`config.mk`:
```
export PLATFORM = sky130hd
export DESIGN_NAME = floating_point_rounder
export DESIGN_NICKNAME = d
export VERILOG_FILES = /design/src/rtl/floating_point_unit_pkg.sv /design/src/rtl/floating_point_rounder_round_up_decision.sv /design/src/rtl/floating_point_rounder.sv
export SDC_FILE = /design/constraint.sdc
export NUM_CORES = 1
export LEC_CHECK = 0
export BUFFER_PORTS_ARGS = -buffer_cell sky130_fd_sc_hd__buf_4
export CAP_MARGIN = 40
export CORE_ASPECT_RATIO = 0.75
export CORE_UTILIZATION = 55
export DETAILED_ROUTE_END_ITERATION = 8
export PLACE_DENSITY = 0.76
export SYNTH_ARGS = -nofsm -noshare
export SYNTH_HDL_FRONTEND = slang
export SYNTH_SLANG_ARGS = --single-unit
```
`constraint.sdc`:
```
create_clock -name clk_i -period 4.5 [get_ports clk_i]
set_clock_uncertainty 0.1 [all_clocks]
set_input_delay 0.9 -clock clk_i [delete_from_list [all_inputs] [get_ports clk_i]]
set_output_delay 0.9 -clock clk_i [all_outputs]
set_load 0.01 [all_outputs]
```
`src/rtl/floating_point_unit_pkg.sv`:
```
`default_nettype none
// ============================================================================
// Module   : floating_point_unit_pkg
// Purpose  : Shared FPU types and constants (rounding modes, GRS bits, float32)
// Revision : 1.0 - initial release
// ============================================================================
package floating_point_unit_pkg;

    typedef enum logic [2:0] {
        RNE = 3'b000,
        RTZ = 3'b001,
        RDN = 3'b010,
        RUP = 3'b011,
        RMM = 3'b100
    } rnd_mode_t;

    typedef struct packed {
        logic guard;
        logic round;
        logic sticky;
    } round_bits_t;

    typedef struct packed {
        logic        sign;
        logic [7:0]  exponent;
        logic [22:0] significand;
    } float32_t;

    localparam logic [31:0] MAX_FLOAT32 = 32'h7F7F_FFFF;
    localparam logic [7:0]  INF_EXP     = 8'hFF;
    localparam logic [31:0] INT32_MAX   = 32'h7FFF_FFFF;
    localparam logic [31:0] INT32_MIN   = 32'h8000_0000;
    localparam logic [31:0] UINT32_MAX  = 32'hFFFF_FFFF;

endpackage
`default_nettype wire

```
`src/rtl/floating_point_rounder_round_up_decision.sv`:
```
`default_nettype none
// ============================================================================
// Module   : round_up_decision
// Purpose  : Combinational round-up decision from mode, sign, lsb and GRS bits
// Revision : 1.0 - initial release
// ============================================================================
module round_up_decision
    import floating_point_unit_pkg::*;
(
    input  logic [2:0] i_mode,
    input  logic       i_sign,
    input  logic       i_lsb,
    input  logic       i_guard,
    input  logic       i_round,
    input  logic       i_sticky,
    output logic       o_round_up,
    output logic       o_illegal
);

    logic w_any;

    assign w_any = i_guard | i_round | i_sticky;

    always_comb begin
        o_round_up = 1'b0;
        o_illegal  = 1'b0;
        case (i_mode)
            RNE:     o_round_up = i_guard & (i_round | i_sticky | i_lsb);
            RTZ:     o_round_up = 1'b0;
            RDN:     o_round_up = i_sign & w_any;
            RUP:     o_round_up = ~i_sign & w_any;
            RMM:     o_round_up = i_guard;
            default: o_illegal  = 1'b1;
        endcase
    end

endmodule
`default_nettype wire

```
`src/rtl/floating_point_rounder.sv`:
```
`default_nettype none
// ============================================================================
// Module   : floating_point_rounder
// Purpose  : Two-stage rounder for float32 / int32 FPU results with flags.
//            Optional sticky fflags accumulator: define FP_ROUND_FLAGS_ACC_EN.
// Revision : 1.0 - initial release
// ============================================================================
module floating_point_rounder
    import floating_point_unit_pkg::*;
(
    input  logic        clk_i,
    input  logic        rst_i,
`ifdef FP_ROUND_FLAGS_ACC_EN
    input  logic        clear_flags_i,
    output logic [4:0]  fflags_o,
`endif
    input  logic        clk_en_i,
    input  logic        data_valid_i,
    input  logic [31:0] operand_i,
    input  round_bits_t round_bits_i,
    input  logic [2:0]  rounding_mode_i,
    input  logic        is_integer_i,
    input  logic        signed_i,
    input  logic        sign_i,
    input  logic        overflow_i,
    input  logic        underflow_i,
    input  logic        inexact_i,
    output logic [31:0] result_o,
    output logic        data_valid_o,
    output logic        inexact_o,
    output logic        overflow_o,
    output logic        underflow_o,
    output logic        illegal_mode_o
);

    logic        w_round_up;
    logic        w_illegal;

    logic        r_s1_valid;
    logic [31:0] r_s1_operand;
    logic [2:0]  r_s1_mode;
    logic        r_s1_round_up;
    logic        r_s1_illegal;
    logic        r_s1_any;
    logic        r_s1_is_int;
    logic        r_s1_signed;
    logic        r_s1_sign;
    logic        r_s1_ovf;
    logic        r_s1_unf;
    logic        r_s1_inx;

    logic [30:0] w_float_sum;
    logic [32:0] w_int_delta;
    logic [32:0] w_sint_sum;
    logic [32:0] w_uint_sum;
    logic [31:0] w_result;
    logic        w_nx;
    logic        w_of;
    logic        w_uf;
    logic        w_sat;

    logic        r_valid;
    logic [31:0] r_result;
    logic        r_nx;
    logic        r_of;
    logic        r_uf;
    logic        r_il;

    round_up_decision u_round_up_decision (
        .i_mode     (rounding_mode_i),
        .i_sign     (sign_i),
        .i_lsb      (operand_i[0]),
        .i_guard    (round_bits_i.guard),
        .i_round    (round_bits_i.round),
        .i_sticky   (round_bits_i.sticky),
        .o_round_up (w_round_up),
        .o_illegal  (w_illegal)
    );

    always_ff @(posedge clk_i or posedge rst_i) begin
        if (rst_i) begin
            r_s1_valid    <= 1'b0;
            r_s1_operand  <= '0;
            r_s1_mode     <= '0;
            r_s1_round_up <= 1'b0;
            r_s1_illegal  <= 1'b0;
            r_s1_any      <= 1'b0;
            r_s1_is_int   <= 1'b0;
            r_s1_signed   <= 1'b0;
            r_s1_sign     <= 1'b0;
            r_s1_ovf      <= 1'b0;
            r_s1_unf      <= 1'b0;
            r_s1_inx      <= 1'b0;
        end else if (clk_en_i) begin
            r_s1_valid    <= data_valid_i;
            r_s1_operand  <= operand_i;
            r_s1_mode     <= rounding_mode_i;
            r_s1_round_up <= w_round_up;
            r_s1_illegal  <= w_illegal;
            r_s1_any      <= |round_bits_i;
            r_s1_is_int   <= is_integer_i;
            r_s1_signed   <= signed_i;
            r_s1_sign     <= sign_i;
            r_s1_ovf      <= overflow_i;
            r_s1_unf      <= underflow_i;
            r_s1_inx      <= inexact_i;
        end
    end

    // Integer rounding moves the magnitude away from zero, so a negative value steps by -1.
    assign w_float_sum = r_s1_operand[30:0] + {30'd0, r_s1_round_up};
    assign w_int_delta = r_s1_round_up ? (r_s1_sign ? {33{1'b1}} : 33'd1) : 33'd0;
    assign w_sint_sum  = {r_s1_operand[31], r_s1_operand} + w_int_delta;
    assign w_uint_sum  = {1'b0, r_s1_operand} + {32'd0, r_s1_round_up};

    always_comb begin
        w_result = r_s1_operand;
        w_nx     = r_s1_inx | r_s1_any;
        w_of     = r_s1_ovf;
        w_uf     = r_s1_unf;
        w_sat    = 1'b0;
        if (r_s1_is_int) begin
            if (r_s1_signed) begin
                if (w_sint_sum[32] != w_sint_sum[31]) begin
                    w_sat    = 1'b1;
                    w_of     = 1'b1;
                    w_result = w_sint_sum[32] ? INT32_MIN : INT32_MAX;
                end else begin
                    w_result = w_sint_sum[31:0];
                end
            end else if (r_s1_sign && ((r_s1_operand != 32'd0) || r_s1_round_up)) begin
                w_sat    = 1'b1;
                w_uf     = 1'b1;
                w_result = 32'd0;
            end else if (w_uint_sum[32]) begin
                w_sat    = 1'b1;
                w_of     = 1'b1;
                w_result = UINT32_MAX;
            end else begin
                w_result = w_uint_sum[31:0];
            end
            if (w_sat) begin
                w_nx = 1'b0;
            end
        end else if (r_s1_operand[30:23] == INF_EXP) begin
            w_nx = r_s1_inx;
        end else begin
            w_uf = r_s1_unf & r_s1_any;
            if (w_float_sum[30:23] == INF_EXP) begin
                w_of = 1'b1;
                w_nx = 1'b1;
                case (r_s1_mode)
                    RTZ:     w_result = {r_s1_sign, MAX_FLOAT32[30:0]};
                    RDN:     w_result = r_s1_sign ? {1'b1, INF_EXP, 23'd0} : MAX_FLOAT32;
                    RUP:     w_result = r_s1_sign ? {1'b1, MAX_FLOAT32[30:0]} : {1'b0, INF_EXP, 23'd0};
                    default: w_result = {r_s1_sign, INF_EXP, 23'd0};
                endcase
            end else begin
                w_result = {r_s1_operand[31], w_float_sum};
            end
        end
    end

    always_ff @(posedge clk_i or posedge rst_i) begin
        if (rst_i) begin
            r_valid  <= 1'b0;
            r_result <= '0;
            r_nx     <= 1'b0;
            r_of     <= 1'b0;
            r_uf     <= 1'b0;
            r_il     <= 1'b0;
        end else if (clk_en_i) begin
            r_valid  <= r_s1_valid;
            r_result <= w_result;
            r_nx     <= w_nx & r_s1_valid;
            r_of     <= w_of & r_s1_valid;
            r_uf     <= w_uf & r_s1_valid;
            r_il     <= r_s1_illegal & r_s1_valid;
        end
    end

`ifdef FP_ROUND_FLAGS_ACC_EN
    logic [4:0] r_fflags;

    always_ff @(posedge clk_i or posedge rst_i) begin
        if (rst_i) begin
            r_fflags <= '0;
        end else if (clear_flags_i) begin
            r_fflags <= '0;
        end else if (clk_en_i && r_s1_valid) begin
            r_fflags <= r_fflags | {r_s1_illegal | w_sat, 1'b0, w_of, w_uf, w_nx};
        end
    end

    assign fflags_o = r_fflags;
`endif

    assign result_o       = r_result;
    assign data_valid_o   = r_valid;
    assign inexact_o      = r_nx;
    assign overflow_o     = r_of;
    assign underflow_o    = r_uf;
    assign illegal_mode_o = r_il;

endmodule
`default_nettype wire

```
* Word level (Yosys, flattened, before mapping)
Cells that the tools add are included.
Word-level totals: memories kept 0, memory bits (writable) 0, word-level logic and storage cells 86, latch bits 0, output and inout bits 37, bits in read-only memories 0, register bits after elaboration 82
Operators by class: muxes and demuxes 35, multipliers 0, divide/modulo/power cells 0, add/subtract/negate cells 3, magnitude comparators 0, equality and inequality tests 10, reductions and logical operators 6, shift-type cells 0, bitwise operators 14
Operator list (number):
- 32-bit 2-to-1 mux | 10
- 32-bit case mux with 3 select lines | 1
- 33-bit 2-to-1 mux | 2
- 32-bit by 1-bit adder with 33-bit output | 1
- 33-bit adder | 1
- 32-bit nonzero test | 1
- 31-bit by 1-bit adder with 31-bit output | 1
- 1-bit 2-to-1 mux | 21
- 8-bit == test, second input constant | 2
- 3-bit by 2-bit == test with 1-bit output, second input constant | 4
- 1-bit AND | 8
- 3-bit by 1-bit == test with 1-bit output, second input constant | 2
- 1-bit OR | 5
- 5-bit OR reduction | 1
- 1-bit case mux with 4 select lines | 1
- 3-bit == test, second input constant | 1
- 3-bit logical NOT | 1
- 3-bit OR reduction | 1
- 1-bit logical AND | 1
- 1-bit logical OR | 1
- 1-bit inequality test | 1
- 1-bit NOT | 1

* Logic depth before layout (Yosys ltp)
Gate-level depths: netlist of the first run.
word-level depth 10, mapped depth 16, gate-level depth less buffers 11

* By module
From an unflattened synthesis of the first run, not the netlist that was laid out.
Unflattened totals: cell total of the unflattened synthesis 826, area total of the unflattened synthesis 6673.9 sq um
Modules (own cells, without submodules):
- floating_point_rounder | cells an instance 819, times used 1, area each 6623.9 sq um
- round_up_decision | cells an instance 7, times used 1, area each 50.0 sq um

* Least setup slack after synthesis of the first run
Ideal clock, no wire load.
path kind register -> register, start register r_s1_sign, end register r_result[29] (netlist: result_o[29]), data required time 4.323 ns, period minus slack after synthesis 3.870 ns, path buffers 6, path slack 0.630 ns, cell stages (with the launch flop) 17, setup time 0.077 ns, arrival 3.692 ns, path through dfrtp_1 > buf_2 > nand2_1 > clkbuf_1 > buf_1 > xnor2_1 > ha_1 > and4_1 > clkbuf_1 > a31oi_1 > o221a_2 > or3_1 > clkbuf_1 > o21ai_1 > buf_2 > a21oi_1 > a21oi_1
On the way: longest elaborated chain between the ends 7, elaborated cells on any way between the ends 10, classes of those cells 1 x add/sub; 1 x eq/ne; 7 x mux; 1 x reduce/logical
RTL lines:
- from (decl) | line floating_point_rounder.sv:47 | logic r_s1_sign;
- from (signal assigned) | line floating_point_rounder.sv:103 | r_s1_sign <= sign_i;
- 33-bit 2-to-1 mux (2 in series) | line floating_point_rounder.sv:112 | assign w_int_delta = r_s1_round_up ? (r_s1_sign ? {33{1'b1}} : 33'd1) : 33'd0;
- 33-bit adder | line floating_point_rounder.sv:113 | assign w_sint_sum = {r_s1_operand[31], r_s1_operand} + w_int_delta;
- 32-bit 2-to-1 mux / 1-bit inequality test (equally long branches) | line floating_point_rounder.sv:127, floating_point_rounder.sv:124
- 32-bit 2-to-1 mux | line floating_point_rounder.sv:124 | if (w_sint_sum[32] != w_sint_sum[31]) begin
- 32-bit 2-to-1 mux * | line floating_point_rounder.sv:123 | if (r_s1_signed) begin
- 32-bit 2-to-1 mux * | line floating_point_rounder.sv:122 | if (r_s1_is_int) begin
- to (signal assigned) | line floating_point_rounder.sv:174 | r_result <= w_result;
- to (decl) | line floating_point_rounder.sv:63 | logic [31:0] r_result;
Every way passes the cells marked *; elsewhere a longest branch is shown, timed or not. A chain may end at the register's enable or synchronous reset.

* Worst setup path after layout of the first run
start register r_s1_round_up, end register r_result[6] (netlist: result_o[6])
On the way: longest elaborated chain between the ends 6, elaborated cells on any way between the ends 16, classes of those cells 3 x add/sub; 2 x eq/ne; 9 x mux; 2 x reduce/logical
RTL lines:
- from (decl) | line floating_point_rounder.sv:42 | logic r_s1_round_up;
- from (signal assigned) | line floating_point_rounder.sv:98 | r_s1_round_up <= w_round_up;
- 33-bit 2-to-1 mux | line floating_point_rounder.sv:112
- 33-bit adder | line floating_point_rounder.sv:113
- 32-bit 2-to-1 mux / 1-bit inequality test (equally long branches) | line floating_point_rounder.sv:127, floating_point_rounder.sv:124
- 32-bit 2-to-1 mux | line floating_point_rounder.sv:124
- 32-bit 2-to-1 mux | line floating_point_rounder.sv:123
- 32-bit 2-to-1 mux * | line floating_point_rounder.sv:122
Marked as above.

==> summary.md, run 1 <==
| Metric | Value |
|---|---|
| Cells along the critical path | ha_1 -> ha_1 -> nand3_1 -> or4_1 -> or4_4 -> a221oi_2 -> o21a_4 -> o21ai_0 -> a2111o_1 -> a22oi_1 |
| Post-synthesis sequential area ratio | about 29% |
| Die Span X | 132 µm |
| Hold/Removal Path Class | reg -> reg |
| Final worst-path cycle share | between 90% and 100% |
| Io pins | 85 |
| Max_slew headroom | approximately 46% |
| Row count | 35 |
| Fin. Hold Viols | 0 |
| Mean Syn Cell Area | 7.76 µm² |
| Netlist cell types | between 70 and 80 |
| Setup TNS | 0 ns |
| Top cells by count, synth | dfrtp_1 (82), nand2_1 (80), clkbuf_1 (71), o21ai_0 (67), nor2_1 (66) |
| Worst-Skew Late Latency | 0.35 ns |
| Worst hold start | overflow_o$_DFFE_PP0P_ |
| CTS Hold Bufs | 0 |
| Worst-case hold path end point | overflow_o$_DFFE_PP0P_ |
| CTS Buf Count | 9 |
| Flops & latches, synth | 82 |
| Initial DRC count | around 1200 |
| DR vias | 8162 |
| Total wire length | 26500 µm |
| Crit path max-delay cell type | or4_1 |
| Post-DR wirelength/cell | around 24 µm |
| Crit Path Class | reg -> reg |
| Mapped cell area | roughly 0.007 mm² |
| Total grt overflow | 0 |
| CP required | 4.65 ns |
| Reg2reg end | result_o[6]$_DFFE_PP0P_ |
| Number of global-route vias before repair | about 7400 |
| Max frequency | around 240 MHz |
| Synth area leader | dfrtp_1 |
| Nets | about 1000 |
| Critical Path Max Stage Delay | ~0.57 ns |
| Data arrival, critical path | 4.39 ns |
| DP Wirelength | ~19000 µm |
| Max-slew violation count | 0 |
| Pwr/cell area | slightly above 300 mW/mm² |
| Synth-to-Final Area Change | 16.3% |
| Post-CTS sizing | 0 |
| Largest net degree at the start of global routing | 58 |
| Root Driver | clkbuf_16 |
| Maximum fanout along the worst path | 28 |
| Critical Path End Type | register |
| Top post-synthesis cells by area | dfrtp_1 (29%), mux2_2 (5.8%), o21ai_0 (4.8%), nand2_1 (4.3%), nor3_1 (4.1%) |
| Synth top area share | 29.3% |
| Syn nets | approximately 950 |
| Max-cap violations | 0 |
| Tot GR Track Use | 40.0% |
| Max clock buf depth | 2 |
| Worst-path clk slew | around 0.07 ns |
| EDFF count, synth | 0 |
| TritonCTS clock tree | built |
| Top-count cell post-synth | dfrtp_1 |
| CP Launch Type | register |
| DRT Pass-1 Iters | 7 |
| Initial antenna violation count | 0 |
| PnR worst setup slack | roughly 0.26 ns |
| Final Non-Filler Cells | about 1100 |
| Share of layout cells above drive strength 1 | 21.7% |
| Post-CTS Setup Inserts | 0 |
| Htree depth | 3 |
| Sink Count | 82 |
| Placed cells | 1106 |
| Hold path cells | 2 |
| Antenna diodes | 0 |
| R2r setup slk | between 0.2 and 0.3 ns |
| Vias per Instance | 7.27 |
| Yosys Warn Count | 0 |
| First-pass GRT wire length | 40800 µm |
| Async S/R FF share, synth | 100% |
| Post-route ant nets | 0 |
| Status | completed |
| Starting Density | between 50% and 60% |
| Worst r2r src | r_s1_round_up$_DFFE_PP0P_ |
| Die height | approximately 100 µm |
| RSZ-0062 raised after global routing | false |
| Tightest Pin Transition | between 0.8 and 0.9 ns |
| Ys flop type | dfrtp_1 |
| Lkg Pwr | 3.17 nW |
| DRC Markers | 0 |
| Worst VDD drop | 269 µV |
| Most Frequent Cell on Critical Path | ha_1 |
| Place WS | roughly 0.42 ns |
| Port Buffers | 84 |
| DIE AREA | 0.0132 mm² |
| Minimum clock period | between 4 and 5 ns |
| R2r worst-path depth | 10 |
| Core Box Area | 0.0123 mm² |
| Final Setup Violations | 0 |
| Fillers | 1121 |
| Cells after synthesis | between 900 and 1000 |
| RePlAce Congestion | around 1 |
| Final Core Density | roughly two thirds |
-- through the flow --
stage | hold slack [ns] | power [mW] | area [µm²]
final | 0.394 | 2.51 | 8140
after global routing | 0.422 | 2.60 | 8140
after CTS | 0.397 | 2.50 | 8140
after detailed placement | 0.378 | 1.70 | 7830
after global placement | 0.374 | 1.69 | 7830
after floorplan | 0.373 | 1.39 | 7000
-- area by class of cell --
| type | count | area (µm²) | share of cell area (%) |
|---|---|---|---|
| clock buffers | 11 | 253 | 3.10 |
| clock inverters | 5 | 61.3 | 0.753 |
| inverters | 16 | 61.3 | 0.753 |
| multi-input cells | 717 | 4540 | 55.8 |
| flip-flops and latches | 82 | 2050 | 25.2 |
| well taps | 166 | 208 | 2.55 |
| repair buffers | 125 | 963 | 11.8 |
-- worst max-delay path, delay by kind of cell (launching register included) --
family | cells | cell delay (ns)
AO/OA/AOI/OAI | 5 | 1.61
adder cells (fa/ha/maj) | 2 | 0.67
AND/OR/NAND/NOR | 3 | 1.23
flip-flops | 1 | 0.51
-- layer usage --
layer  track usage (%)  wire [µm]
met1              54.9      10600
met2              60.6      11300
met3              7.75       3400
met4              19.1       1200
met5                 0          0
-- where the power goes --
group / leakage (nW) / internal [mW] / total, mW / switching (mW)
combinational: 2.05 / 0.321 / 0.731 / 0.409
clock: 0.156 / 0.464 / 0.792 / 0.328
sequential: 0.962 / 0.832 / 0.992 / 0.160
-- cells in the final DEF (no fill, tap or decap), types with 11 or more instances in the layout --
| cell type | n |
|---|---|
| dfrtp_1 | 82 |
| o21ai_0 | 67 |
| a22oi_1 | 12 |
| o22ai_1 | 11 |
| nand4_1 | 18 |
| buf_4 | 123 |
| o31ai_1 | 13 |
| a21o_1 | 15 |
| a21oi_1 | 45 |
| or4_1 | 18 |
| mux2_2 | 36 |
| or2_2 | 15 |
| nor4_1 | 28 |
| and3_1 | 14 |
| or3_1 | 19 |
| nor3_1 | 57 |
| nand3_1 | 31 |
| nor2_1 | 66 |
| nand2_1 | 80 |
| inv_1 | 14 |
-- how the worst max path moves through the flow --
stage	startpoint	end	slack [ns]	cells after the start
after floorplan	r_s1_sign$_DFFE_PP0P_	result_o[29]$_DFFE_PP0P_	0.63	16
after global placement	r_s1_round_up$_DFFE_PP0P_	result_o[6]$_DFFE_PP0P_	0.63	10
after detailed placement	r_s1_round_up$_DFFE_PP0P_	result_o[6]$_DFFE_PP0P_	0.42	10
after CTS	r_s1_round_up$_DFFE_PP0P_	result_o[6]$_DFFE_PP0P_	0.40	10
after global routing	r_s1_round_up$_DFFE_PP0P_	result_o[6]$_DFFE_PP0P_	0.15	10
final	r_s1_round_up$_DFFE_PP0P_	result_o[6]$_DFFE_PP0P_	0.26	10
-- cell families after synthesis --
logic type / share of synthesized area (%)
compound gates: 26.6
xor+xnor: 1.88
mux: 7.22
fa+ha+maj: 0.536
simple gates: 28.7
buf+inv: 5.83
flops: 29.3
Power figures use the tool's default switching activity.
==> inputs of run 2 (changes only) <==
==> constraint.sdc (replaced) <==
create_clock -name clk_i -period 4.2 [get_ports clk_i]
set_clock_uncertainty 0.1 [all_clocks]
set_input_delay 0.84 -clock clk_i [delete_from_list [all_inputs] [get_ports clk_i]]
set_output_delay 0.84 -clock clk_i [all_outputs]
set_load 0.01 [all_outputs]
==> run 2 against run 1 <==
Net effect: routed wire length fell by 0.58%; first-iteration DRC count grew 34%; cell count rose by 1.3%; maximum frequency grew 5.3%; critical path type unchanged; critical endpoint is now result_o[3]$_DFFE_PP0P_.
==> summary.md, run 2 (synthesis results as in run 1) <==
| Metric | Value |
|---|---|
| CTS Buf Count | 9 (unchanged) |
| Max-cap violations | 0 (unchanged) |
| Most frequent cells in the layout | buf_4 (137), dfrtp_1 (82), nand2_1 (80), o21ai_0 (67), nor2_1 (66) |
| Synth-to-Final Area Change | 18.4% |
| Tightest Pin Transition | 0.820 ns (+0.0171 ns) |
| Total wire length | 26400 µm (-0.58%) |
| Final Core Density | 67.1% (+1.2 points) |
| Pwr Total | 2.77 mW (+10%) |
| Starting Density | 56.7% (unchanged) |
| Row count | 35 (unchanged) |
| Number of global-route vias before repair | 7284 (-1.8%) |
| Fin. Hold Viols | 0 (unchanged) |
| RePlAce Congestion | 1.05 (+5.3%) |
| Core Box Area | 0.0123 mm² (unchanged) |
| Worst-path clk slew | 0.07 ns (about the same) |
| Port Buffers | 84 (unchanged) |
| Max clock buf depth | 2 (unchanged) |
| Int Power | 1.80 mW (+11%) |
| Clock share of power | 32.9% (+1.4 points) |
| Combinational fraction of design power | 30.0% (+1.0 points) |
| Worst-Skew Late Latency | 0.35 ns (about the same) |
| CTS Hold Bufs | 0 (unchanged) |
| Crit path max-delay cell type | or4_1 |
| Nets | 1017 (+1.5%) |
| Setup TNS | 0 ns (unchanged) |
| Share of layout cells above drive strength 1 | 23.0% (+1.3 points) |
| TritonCTS clock tree | built |
| Pwr/cell area | 334 mW/mm² (+8.2%) |
| Max_slew headroom | 45.1% (-1.4 points) |
| DP Wirelength | 19000 µm (+0.54%) |
| DIE AREA | 0.0132 mm² (unchanged) |
| Status | completed |
| Initial antenna violation count | 0 (unchanged) |
| Critical Path Max Stage Delay | 0.56 ns (about the same) |
| Worst setup path startpoint | r_s1_round_up$_DFFE_PP0P_ |
| Largest net degree at the start of global routing | 57 (-1.7%) |
| Antenna diodes | 0 (unchanged) |
| Cells along the critical path | ha_2 -> ha_1 -> nand3_1 -> or4_1 -> or4_4 -> a221oi_2 -> o21a_4 -> buf_4 -> o21ai_1 -> o31ai_1 -> o221a_1 |
| Post-route ant nets | 0 (unchanged) |
| Leading cell type in the layout, fill and taps excluded | buf_4 |
| Sw frac | 35.1% (-0.57 points) |
| Final Non-Filler Cells | 1137 (+1.3%) |
| Critical Path End Type | register |
| Initial DRC count | 1616 (+34%) |
| Sink Count | 82 (unchanged) |
| Hold/Removal Path Class | reg -> reg |
| Worst Path Buf+Inv | 1 (+1) |
| Final Setup Violations | 0 (unchanged) |
| Minimum clock period | 4.03 ns (-0.215 ns) |
| Final worst-path cycle share | 95.8% (+1.6 points) |
| Die height | 99.7 µm (unchanged) |
| CP Launch Type | register |
| Total grt overflow | 0 (unchanged) |
| Max frequency | 248 MHz (+5.3%) |
| PnR worst setup slack | 0.174 ns (-0.0848 ns) |
| Worst hold start | result_o[31]$_DFFE_PP0P_ |
| Lkg Pwr | 3.25 nW (+2.4%) |
| Data arrival, critical path | 4.21 ns (-0.18 ns) |
| Worst VDD drop | 222 µV (-18%) |
| CP required | 4.39 ns (-0.26 ns) |
| Htree depth | 3 (unchanged) |
| Sw Pwr | 974 µW (+8.4%) |
| DRT Pass-1 Iters | 6 (-1) |
| Place WS | 0.103 ns (-0.319 ns) |
| Worst r2r src | r_s1_round_up$_DFFE_PP0P_ |
| Maximum fanout along the worst path | 19 (-32%) |
| First-pass GRT wire length | 40800 µm (+0.15%) |
| Die Span X | 132 µm (unchanged) |
| Vias per Instance | 7.12 (-2.1%) |
| Post-DR wirelength/cell | 23.2 µm (-1.9%) |
| DRC Markers | 0 (unchanged) |
| DR vias | 8100 (-0.76%) |
| Crit Path Class | reg -> reg |
| RSZ-0062 raised after global routing | false |
| Family with the most delay on the worst path | compound AO/OA/AOI/OAI gates |
| Sequential power share | 37.1% (-2.3 points) |
| Tot GR Track Use | 40.1% (+0.14 points) |
| Io pins | 85 (unchanged) |
| Root Driver | clkbuf_16 |
| Placed cells | 1119 (+1.2%) |
| Max-slew violation count | 0 (unchanged) |
==> run 2: path summary, 6_finish.rpt <==
| check | endpoint | slack (ns) | depth (start not counted) |
|---|---|---|---|
| setup / recovery | result_o[3]$_DFFE_PP0P_ | 0.17 | 11 |
| min in group asynchronous | r_s1_illegal$_DFFE_PP0P_ | 0.41 | 2 |
| setup reg to reg | result_o[3]$_DFFE_PP0P_ | 0.17 | 11 |
| max in group asynchronous | r_s1_operand[23]$_DFFE_PP0P_ | 2.91 | 3 |
| hold reg to reg | result_o[31]$_DFFE_PP0P_ | 0.40 | 1 |
| hold / removal | result_o[31]$_DFFE_PP0P_ | 0.40 | 1 |
==> run 2: worst register-to-register path: cells and delay by family (launching register included) <==
kind            cells  cell delay (ns)
simple gates        3             1.23
fa+ha+maj           2             0.60
compound gates      5             1.27
buf+inv             1             0.25
flops               1             0.50
==> run 2: power by group through the flow <==
stage	Combinational, mW	Clock [mW]	Sequential, mW
5_1_grt	0.884	0.947	1.04
3_5_place_dp	0.806	0	1.03
6_report	0.832	0.911	1.03
2_1_floorplan	0.489	0	0.996
3_3_place_gp	0.788	0	1.03
4_1_cts	0.810	0.918	1.02
==> run 2: area by class of cell <==
type | instances | area [µm²]
multi-input cells | 717 | 4540
fillers | 1079 | 4060
flip-flops and latches | 82 | 2050
repair buffers | 140 | 1090
clock buffers | 10 | 239
well taps | 166 | 208
clock inverters | 6 | 96.3
inverters | 16 | 61.3
==> run 2: repair_timing <==
item	CTS	global route
resized for setup	0	1
endpoints found under the setup margin	0	17
buffers inserted	0	2
==> run 2: per-layer routing <==
layer | GRT usage [%] | routed length (µm) | vias up
met4 | 14.2 | 876 | 0
met3 | 10.4 | 3670 | 98
met5 | 0 | 0 | -
met2 | 59.3 | 11100 | 672
li1 | - | - | 3568
met1 | 56.5 | 10700 | 3762
==> run 2: per-stage QoR <==
stage	instance area (µm²)	hold WS, ns
3_3_place_gp	7920	0.375
4_1_cts	8270	0.404
3_5_place_dp	7940	0.387
6_report	8290	0.401
5_1_grt	8290	0.411
2_1_floorplan	7000	0.373
==> inputs of run 3 (changes only) <==
--- a/config.mk
+++ b/config.mk
@@ -9,6 +9,7 @@
 export CAP_MARGIN = 40
 export CORE_ASPECT_RATIO = 0.75
 export CORE_UTILIZATION = 55
+export CTS_BUF_LIST = sky130_fd_sc_hd__clkbuf_16
 export DETAILED_ROUTE_END_ITERATION = 8
 export PLACE_DENSITY = 0.76
 export SYNTH_ARGS = -nofsm -noshare
==> run 3 against run 2 <==
Net effect: clock power decreased by 2%; routed wire length up 0.55%; maximum frequency fell by 0.48%; cell area shrank 0.12%; power down 0.55%; worst hold slack about the same; die area is the same; sequential share of layout area about the same; critical endpoint unchanged; clock-buffer cell count fell by 1; core utilization shrank 0.081 points; highest routed layer unchanged.
==> summary.md, run 3 (synthesis results as in run 1) <==
| Metric | Value |
|---|---|
| Worst VDD drop | 222 µV (+0.24%) |
| Initial antenna violation count | 0 (unchanged) |
| DR vias | 8141 (+0.51%) |
| CTS Hold Bufs | 0 (unchanged) |
| CP Launch Type | register |
| Share of layout cells above drive strength 1 | 22.9% (-0.10 points) |
| Setup crit end | result_o[3]$_DFFE_PP0P_ |
| Hold/Removal Path Class | in -> async |
| Critical Path End Type | register |
| Post-DR wirelength/cell | 23.3 µm (+0.55%) |
| DRT Pass-1 Iters | 6 (unchanged) |
| Status | completed |
| RSZ-0062 raised after global routing | false |
| Total grt overflow | 0 (unchanged) |
| Max frequency | 247 MHz (-0.48%) |
| Crit Path Class | reg -> reg |
| CTS Buf Count | 9 (unchanged) |
| Lkg Pwr | 3.24 nW (-0.17%) |
| Max_slew headroom | 43.8% (-1.2 points) |
| First-pass GRT wire length | 40900 µm (+0.22%) |
| Leading cell type in the layout, fill and taps excluded | buf_4 |
| Final worst-path cycle share | 96.3% (+0.46 points) |
| Post-route ant nets | 0 (unchanged) |
| Initial DRC count | 1400 (-13%) |
| Max-slew violation count | 0 (unchanged) |
| DIE AREA | 0.0132 mm² (unchanged) |
| CP required | 4.39 ns (about the same) |
| Htree depth | 3 (unchanged) |
| Most frequent cells in the layout | buf_4 (137), dfrtp_1 (82), nand2_1 (80), o21ai_0 (67), nor2_1 (66) |
| Minimum clock period | 4.04 ns (+0.0194 ns) |
| Tightest Pin Transition | 0.839 ns (+0.0186 ns) |
| Tot GR Track Use | 40.2% (+0.056 points) |
| Root Driver | clkbuf_16 |
| DRC Markers | 0 (unchanged) |
| Worst setup path startpoint | r_s1_round_up$_DFFE_PP0P_ |
| Starting Density | 56.7% (unchanged) |
| Reg2reg end | result_o[3]$_DFFE_PP0P_ |
| Die height | 99.7 µm (unchanged) |
| Max-cap violations | 0 (unchanged) |
| WHS | 0.401 ns (+0.000220 ns) |
| Synth-to-Final Area Change | 18.2% |
| R2r worst-path depth | 11 (unchanged) |
| Nets | 1017 (unchanged) |
| RePlAce Congestion | 1.05 (unchanged) |
| Total wire length | 26500 µm (+0.55%) |
| Sink Count | 82 (unchanged) |
| Antenna diodes | 0 (unchanged) |
| DP Wirelength | 19000 µm (unchanged) |
| Vias per Instance | 7.16 (+0.51%) |
| R2r setup slk | 0.16 ns (-0.02 ns) |
| Worst-Skew Late Latency | 0.35 ns (about the same) |
| Largest net degree at the start of global routing | 57 (unchanged) |
| Number of global-route vias before repair | 7287 (+0.041%) |
| TritonCTS clock tree | built |
| Worst r2r src | r_s1_round_up$_DFFE_PP0P_ |
| Port Buffers | 84 (unchanged) |
| Pwr/cell area | 333 mW/mm² (-0.43%) |
| Maximum fanout along the worst path | 19 (unchanged) |
| Setup TNS | 0 ns (unchanged) |
| Final Setup Violations | 0 (unchanged) |
| Final Core Density | 67.0% (-0.081 points) |
| Core Box Area | 0.0123 mm² (unchanged) |
| Fin. Hold Viols | 0 (unchanged) |
| Worst-path clk slew | 0.07 ns (about the same) |
| Data arrival, critical path | 4.23 ns (+0.02 ns) |
| Row count | 35 (unchanged) |
| Io pins | 85 (unchanged) |
| Max clock buf depth | 2 (unchanged) |
| Die Span X | 132 µm (unchanged) |
## run 3: changes by cell type in the layout (fill, tap and decap cells not counted)
cell,change
clkinv_1,+1
clkbuf_8,-1
## run 3: what timing repair did
action                     in CTS  in global routing
resized for setup               0                  1
setup endpoints to repair       0                 17
setup buffers                   0                  2
## run 3: stage by stage
stage | cells | power, mW | setup WS [ns] | cell area [µm²]
after floorplan | 902 | 1.49 | 0.330 | 7000
after detailed placement | 1119 | 1.84 | 0.103 | 7940
after CTS | 1135 | 2.73 | 0.0745 | 8260
final | 1137 | 2.76 | 0.155 | 8280
after global routing | 1137 | 2.85 | 0.00147 | 8280
after global placement | 1118 | 1.82 | 0.336 | 7920
## run 3: power by group
group | leakage (nW) | switching (mW) | internal [mW]
Combinational | 2.13 | 0.475 | 0.359
Sequential | 0.962 | 0.136 | 0.892
Clock | 0.156 | 0.366 | 0.528
## run 3: layout make-up
class | count | area (µm²)
flip-flops and latches | 82 | 2050
clock buffers | 9 | 225
fillers | 1081 | 4070
repair buffers | 140 | 1090
inverters | 16 | 61.3
multi-input cells | 717 | 4540
clock inverters | 7 | 100
well taps | 166 | 208
## run 3: worst min-delay path by stage
stage,end,from,depth (start not counted),slack [ns]
after floorplan,r_s1_mode[1]$_DFFE_PP0P_,r_s1_mode[1]$_DFFE_PP0P_,1,0.37
after global routing,r_s1_mode[1]$_DFFE_PP0P_,r_s1_mode[1]$_DFFE_PP0P_,1,0.41
final,r_s1_illegal$_DFFE_PP0P_,rst_i,2,0.40
after CTS,r_s1_mode[1]$_DFFE_PP0P_,r_s1_mode[1]$_DFFE_PP0P_,1,0.40
after detailed placement,result_o[31]$_DFFE_PP0P_,result_o[31]$_DFFE_PP0P_,1,0.39
after global placement,illegal_mode_o$_DFFE_PP0P_,illegal_mode_o$_DFFE_PP0P_,1,0.38
## run 3: per-layer routing
layer	vias up	track usage [%]	share of wire, %
li1	3561	-	-
met1	3777	56.4	41
met2	696	59.1	42
met3	107	10.8	14
met4	0	14.8	3.5
met5	-	0	0
## run 3: worst max-delay path: stages (launching register included)
cell      delay (ns)
dfrtp_1         0.49
ha_2            0.32
ha_1            0.29
nand3_1         0.15
or4_1           0.55
or4_4           0.52
a221oi_2        0.39
o21a_4          0.25
buf_4           0.25
o21ai_1         0.10
o31ai_1         0.32
o221a_1         0.23
